`config.mk`:
```
export PLATFORM = sky130hd
export DESIGN_NAME = samplerz_sched
export DESIGN_NICKNAME = d
export VERILOG_FILES = /design/src/rtl/samplerz_sched.sv
export SDC_FILE = /design/constraint.sdc
export NUM_CORES = 1
export LEC_CHECK = 0
export BUFFER_PORTS_ARGS = -buffer_cell sky130_fd_sc_hd__buf_4
export CAP_MARGIN = 15
export CORE_AREA = 2 2 101 103
export CTS_CLUSTER_DIAMETER = 120
export CTS_CLUSTER_SIZE = 25
export DETAILED_ROUTE_END_ITERATION = 8
export DIE_AREA = 0 0 103 105
export HOLD_SLACK_MARGIN = 0.03
export PLACE_DENSITY = 0.75
export SYNTH_ARGS = -nofsm -noshare
export SYNTH_HDL_FRONTEND = slang
export SYNTH_SLANG_ARGS = --single-unit
```
`constraint.sdc`:
```
create_clock -name clk -period 4.4 [get_ports clk]
set_input_delay 0.44 -clock clk [delete_from_list [all_inputs] [get_ports clk]]
set_output_delay 0.44 -clock clk [all_outputs]
set_load 0.02 [all_outputs]
```
`src/rtl/samplerz_sched.sv`:
```
// Top-level SamplerZ pass sequencer: issues one pre_samp run per complex coefficient,
// then drives the base sampler for the real and imaginary samples, retrying on rejection.
module samplerz_sched #(
  parameter int         ADDR_W       = 16,
  parameter int         RUNS_512     = 256,
  parameter int         RUNS_1024    = 512,
  parameter int         PS_GUARD     = 3,
  parameter logic [3:0] SAMPLERZ_512 = 4'd1
) (
  input  logic              clk,
  input  logic              rst_n,
  input  logic              start,
  input  logic [3:0]        task_type,
  input  logic [ADDR_W-1:0] mu_base,
  input  logic [ADDR_W-1:0] isigma_base,
  output logic              ps_start,
  output logic [ADDR_W-1:0] ps_mu_addr,
  output logic [ADDR_W-1:0] ps_isigma_addr,
  input  logic              ps_done,
  output logic              bs_start,
  output logic              bs_sel,
  input  logic              bs_done,
  input  logic              bs_accept,
  output logic [9:0]        run_idx,
  output logic              busy,
  output logic              done
);

  localparam int         GAP_W    = (PS_GUARD < 1) ? 1 : $clog2(PS_GUARD + 1);
  localparam logic [9:0] LAST_512 = 10'(RUNS_512 - 1);
  localparam logic [9:0] LAST_1K  = 10'(RUNS_1024 - 1);

  typedef enum logic [2:0] {
    IDLE,
    ISSUE,
    WAIT_PS,
    BS_ISSUE,
    WAIT_BS,
    FIN
  } state_t;

  state_t            state, state_d;
  logic [GAP_W-1:0]  gap_cnt, gap_d;
  logic [3:0]        task_q, task_d;
  logic [ADDR_W-1:0] mu_base_q, mu_base_d;
  logic [ADDR_W-1:0] is_base_q, is_base_d;
  logic [9:0]        run_idx_d;
  logic              bs_sel_d;
  logic [9:0]        run_last;

  logic              ps_start_d, bs_start_d, busy_d, done_d;
  logic [ADDR_W-1:0] ps_mu_addr_d, ps_isigma_addr_d;

  assign run_last = (task_q == SAMPLERZ_512) ? LAST_512 : LAST_1K;

  // NOTE: every variable gets a default before the case so no path leaves it unassigned (no latches).
  always_comb begin
    state_d   = state;
    gap_d     = (gap_cnt != '0) ? gap_cnt - GAP_W'(1) : '0;
    task_d    = task_q;
    mu_base_d = mu_base_q;
    is_base_d = is_base_q;
    run_idx_d = run_idx;
    bs_sel_d  = bs_sel;

    unique case (state)
      IDLE: begin
        if (start) begin
          task_d    = task_type;
          mu_base_d = mu_base;
          is_base_d = isigma_base;
          run_idx_d = '0;
          state_d   = ISSUE;
        end
      end
      ISSUE: begin
        if (gap_cnt == '0) state_d = WAIT_PS;
      end
      WAIT_PS: begin
        if (ps_done) begin
          gap_d    = GAP_W'(PS_GUARD);
          bs_sel_d = 1'b0;
          state_d  = BS_ISSUE;
        end
      end
      BS_ISSUE: state_d = WAIT_BS;
      WAIT_BS: begin
        if (bs_done) begin
          if (!bs_accept) begin
            state_d = BS_ISSUE;
          end else if (!bs_sel) begin
            bs_sel_d = 1'b1;
            state_d  = BS_ISSUE;
          end else if (run_idx != run_last) begin
            run_idx_d = run_idx + 10'd1;
            state_d   = ISSUE;
          end else begin
            state_d = FIN;
          end
        end
      end
      FIN:     state_d = IDLE;
      default: state_d = IDLE;
    endcase
  end

  // Outputs are registered from next-state values so each pulse lines up with its state.
  always_comb begin
    ps_start_d       = (state_d == ISSUE) && (gap_d == '0);
    bs_start_d       = (state_d == BS_ISSUE);
    busy_d           = (state_d != IDLE) && (state_d != FIN);
    done_d           = (state_d == FIN);
    ps_mu_addr_d     = ps_mu_addr;
    ps_isigma_addr_d = ps_isigma_addr;
    if (ps_start_d) begin
      ps_mu_addr_d     = mu_base_d + ADDR_W'(run_idx_d);
      ps_isigma_addr_d = is_base_d + ADDR_W'(run_idx_d >> 2);
    end
  end

  // NOTE: sequential state uses non-blocking assignments so all flops update together.
  always_ff @(posedge clk or negedge rst_n) begin
    if (!rst_n) begin
      state          <= IDLE;
      gap_cnt        <= '0;
      task_q         <= '0;
      mu_base_q      <= '0;
      is_base_q      <= '0;
      run_idx        <= '0;
      bs_sel         <= 1'b0;
      ps_start       <= 1'b0;
      bs_start       <= 1'b0;
      busy           <= 1'b0;
      done           <= 1'b0;
      ps_mu_addr     <= '0;
      ps_isigma_addr <= '0;
    end else begin
      state          <= state_d;
      gap_cnt        <= gap_d;
      task_q         <= task_d;
      mu_base_q      <= mu_base_d;
      is_base_q      <= is_base_d;
      run_idx        <= run_idx_d;
      bs_sel         <= bs_sel_d;
      ps_start       <= ps_start_d;
      bs_start       <= bs_start_d;
      busy           <= busy_d;
      done           <= done_d;
      ps_mu_addr     <= ps_mu_addr_d;
      ps_isigma_addr <= ps_isigma_addr_d;
    end
  end

endmodule

```
==> flow_summary.yaml <==
clock_network:
  htreeDepth: 3
  clkTransAtPathRegs_ps: 90
  root_buffer: "clkbuf_8"
  clock_latency_ps: 360
  ctsLongestPathBuffers: 2
  cts_sinks: 88
  cts_tree: "built"
  cts_made_buffers: 9
worst_setup_path:
  r2r-end: "ps_mu_addr[13]"
  critPathCaptureType: "register"
  worstPathRequired_ps: 4660
  cp.arrival_ps: 4320
  crit_path_max_fanout: 5
  r2r_cells: 17
  reg2reg_from: "task_q[1]"
  path_class: "reg2reg"
  ff2ff_setup_slack_ps: 340
  start_kind: "register"
power:
  p_leak_uw: 0.00285
  ir_drop_uv: 287
  p_per_area_nw_per_um2: 644
die:
  die_x_um: 103
  initial_core_util: 0.507
  io_pins: 89
  die_area_um2: 10800
  die_h_um: 105
  fp.coreArea_um2: 9640
  fp-row-count: 36
run_status:
  status: "finished, final reports clean"
yosys:
  ys_types: 67
  synth-seq-cells: 88
  yosysTopAreaCell: "dfrtp_1"
  synth_area_leaders: "dfrtp_1, nand2_1, xnor2_1, ha_1, o21ai_0"
  ys_async_sr_fraction: 1.00
  synth_cells: 546
  syn_area_per_cell_um2: 8.95
  synth_top_area_frac: 0.451
  synthesis.nets: 601
  synth_area_um2: 4890
  yosys_warnings: 0
  synth_edf_count: 0
  yosys_most_used_dff: "dfrtp_1"
  seq_area_frac_synth: 0.451
sta:
  fmax_ghz: 0.246
  setup_viol: 0
  fin_crit_sh: 0.922
  max_slew_margin: 0.475
  period_needed_ps: 4060
  tns_ps: 0
  worst_pin_slew_ps: 782
  slew_viol_final: 0
  holdWs_ps: 267
  finClkSkew_ps: 8.68
  final_hold_viol_count: 0
  rsz0062_at_grt: "false"
drt:
  drc: 0
  via_per_inst: 5.44
  first_iter_violations: 203
  wl_per_cell_um: 15.6
  dr.pass1.iters: 5
  routed_wl_um: 12000
  ant_nets: 0
  vias: 4192
layout:
  layout_common_cells: "nand2_1, buf_4, dfrtp_1, nor2_1, inv_1"
  layout_commonest_cell: "nand2_1"
  layout-area-overhead-vs-synth_pct: 21.5
  antenna_cells: 0
  drive_gt1_frac: 0.223
  design_area_um2: 5930
  nNetsFinal: 687
placement:
  place.port_buffers: 88
  gp_congestion: 0.927
  dp_hpwl_um: 8710
  post_dp_cell_area_um2: 5660
worst_hold_path:
  hold_path_class: "in2reg"
  hold_start: "task_type[0]"
  holdPathStages: 3
  hold_end: "task_q[0]"
grt:
  grtUsageTotal: 0.230
  grt-ovfl-total: 0
  grt_pass1_vias: 4029
  grt_max_degree: 89
  antenna_found_initial: 0
  grt_pass1_wl_um: 19500
flow_run:
  maxCapViolations: 0
## cell families (layout without fill, tap and decap cells)
family	after synthesis	after routing	synth area share
simple gates	248	248	0.239
compound gates	104	104	0.149
flops	88	88	0.451
buf+inv	51	142	0.0435
xor+xnor	27	27	0.0484
fa+ha+maj	16	16	0.0433
mux	12	12	0.0259
## final cells by class
type,instances,area [µm²]
repair buffers,97,751
well taps,133,166
clock buffers,10,138
inverters,29,109
clock inverters,6,67.6
fillers,863,3700
multi-input cells,407,2500
flip-flops and latches,88,2200
## power by group
part | internal (µW) | total [µW] | switching [µW]
Combinational | 715 | 1920 | 1200
Sequential | 1140 | 1320 | 186
Clock | 280 | 581 | 301
## synthesized netlist by cell type, drive strengths merged, types with 9 or more instances
cell    count
nand2     134
nor2       35
nand4      10
nand3      19
ha         11
dfrtp      88
mux2i      10
nor3        9
clkbuf     11
o21ai      35
xnor2      18
and2        9
buf        11
xor2        9
inv        29
a21oi      25
## critical path, stage by stage (launching register included)
cell and delay [ps]:
dfrtp_1 410, nor4b_4 370, mux2_4 360, and3_1 210
nor3_2 150, buf_4 160, o21a_1 180, inv_1 80
ha_1 270, a21oi_1 210, a22oi_2 110, a211oi_1 280
nor3_1 110, o2111ai_1 210, nand4_1 200, o21ai_2 270
nor4_1 80, a211o_1 280
## through the flow
stage | utilization | instances | power, µW | worst slack, ps
floorplan | - | 546 | 2650 | 315
global placement | 0.587 | 751 | 3170 | 327
detailed placement | 0.587 | 751 | 3240 | 224
CTS | 0.608 | 767 | 3830 | 195
global route | 0.616 | 770 | 4120 | 22.2
finish | 0.616 | 770 | 3820 | 341
## worst max path at each step
stage | cells after the start | slack (ps) | from | end
floorplan | 17 | 320 | state[1] | ps_mu_addr[13]
global placement | 17 | 330 | task_q[1] | ps_mu_addr[15]
detailed placement | 17 | 220 | task_q[1] | ps_mu_addr[15]
CTS | 17 | 190 | task_q[1] | ps_mu_addr[15]
global route | 18 | 20 | task_q[1] | ps_mu_addr[13]
finish | 17 | 340 | task_q[1] | ps_mu_addr[13]
## per-layer routing
layer	up-vias	part of all wire	GRT usage
met3	21	0.045	0.0261
met5	-	0	0
met1	2004	0.45	0.319
li1	2060	-	-
met4	0	0.021	0.0912
met2	107	0.49	0.364
## repair_timing
action	in CTS	in global routing
setup endpoints to repair	0	8
hold buffers	0	1
resized for setup	0	7
hold endpoints to repair	0	23
buffers inserted	0	1
## flip-flops by register name, summed over array words and instances (netlist names)
signal          flops
is_base_q          16
bs_start            1
bs_sel              1
gap_cnt             2
state               3
busy                1
ps_mu_addr         16
run_idx            10
ps_start            1
mu_base_q          16
done                1
task_q              4
ps_isigma_addr     16
No activity file was read; power rests on OpenSTA's default activity.
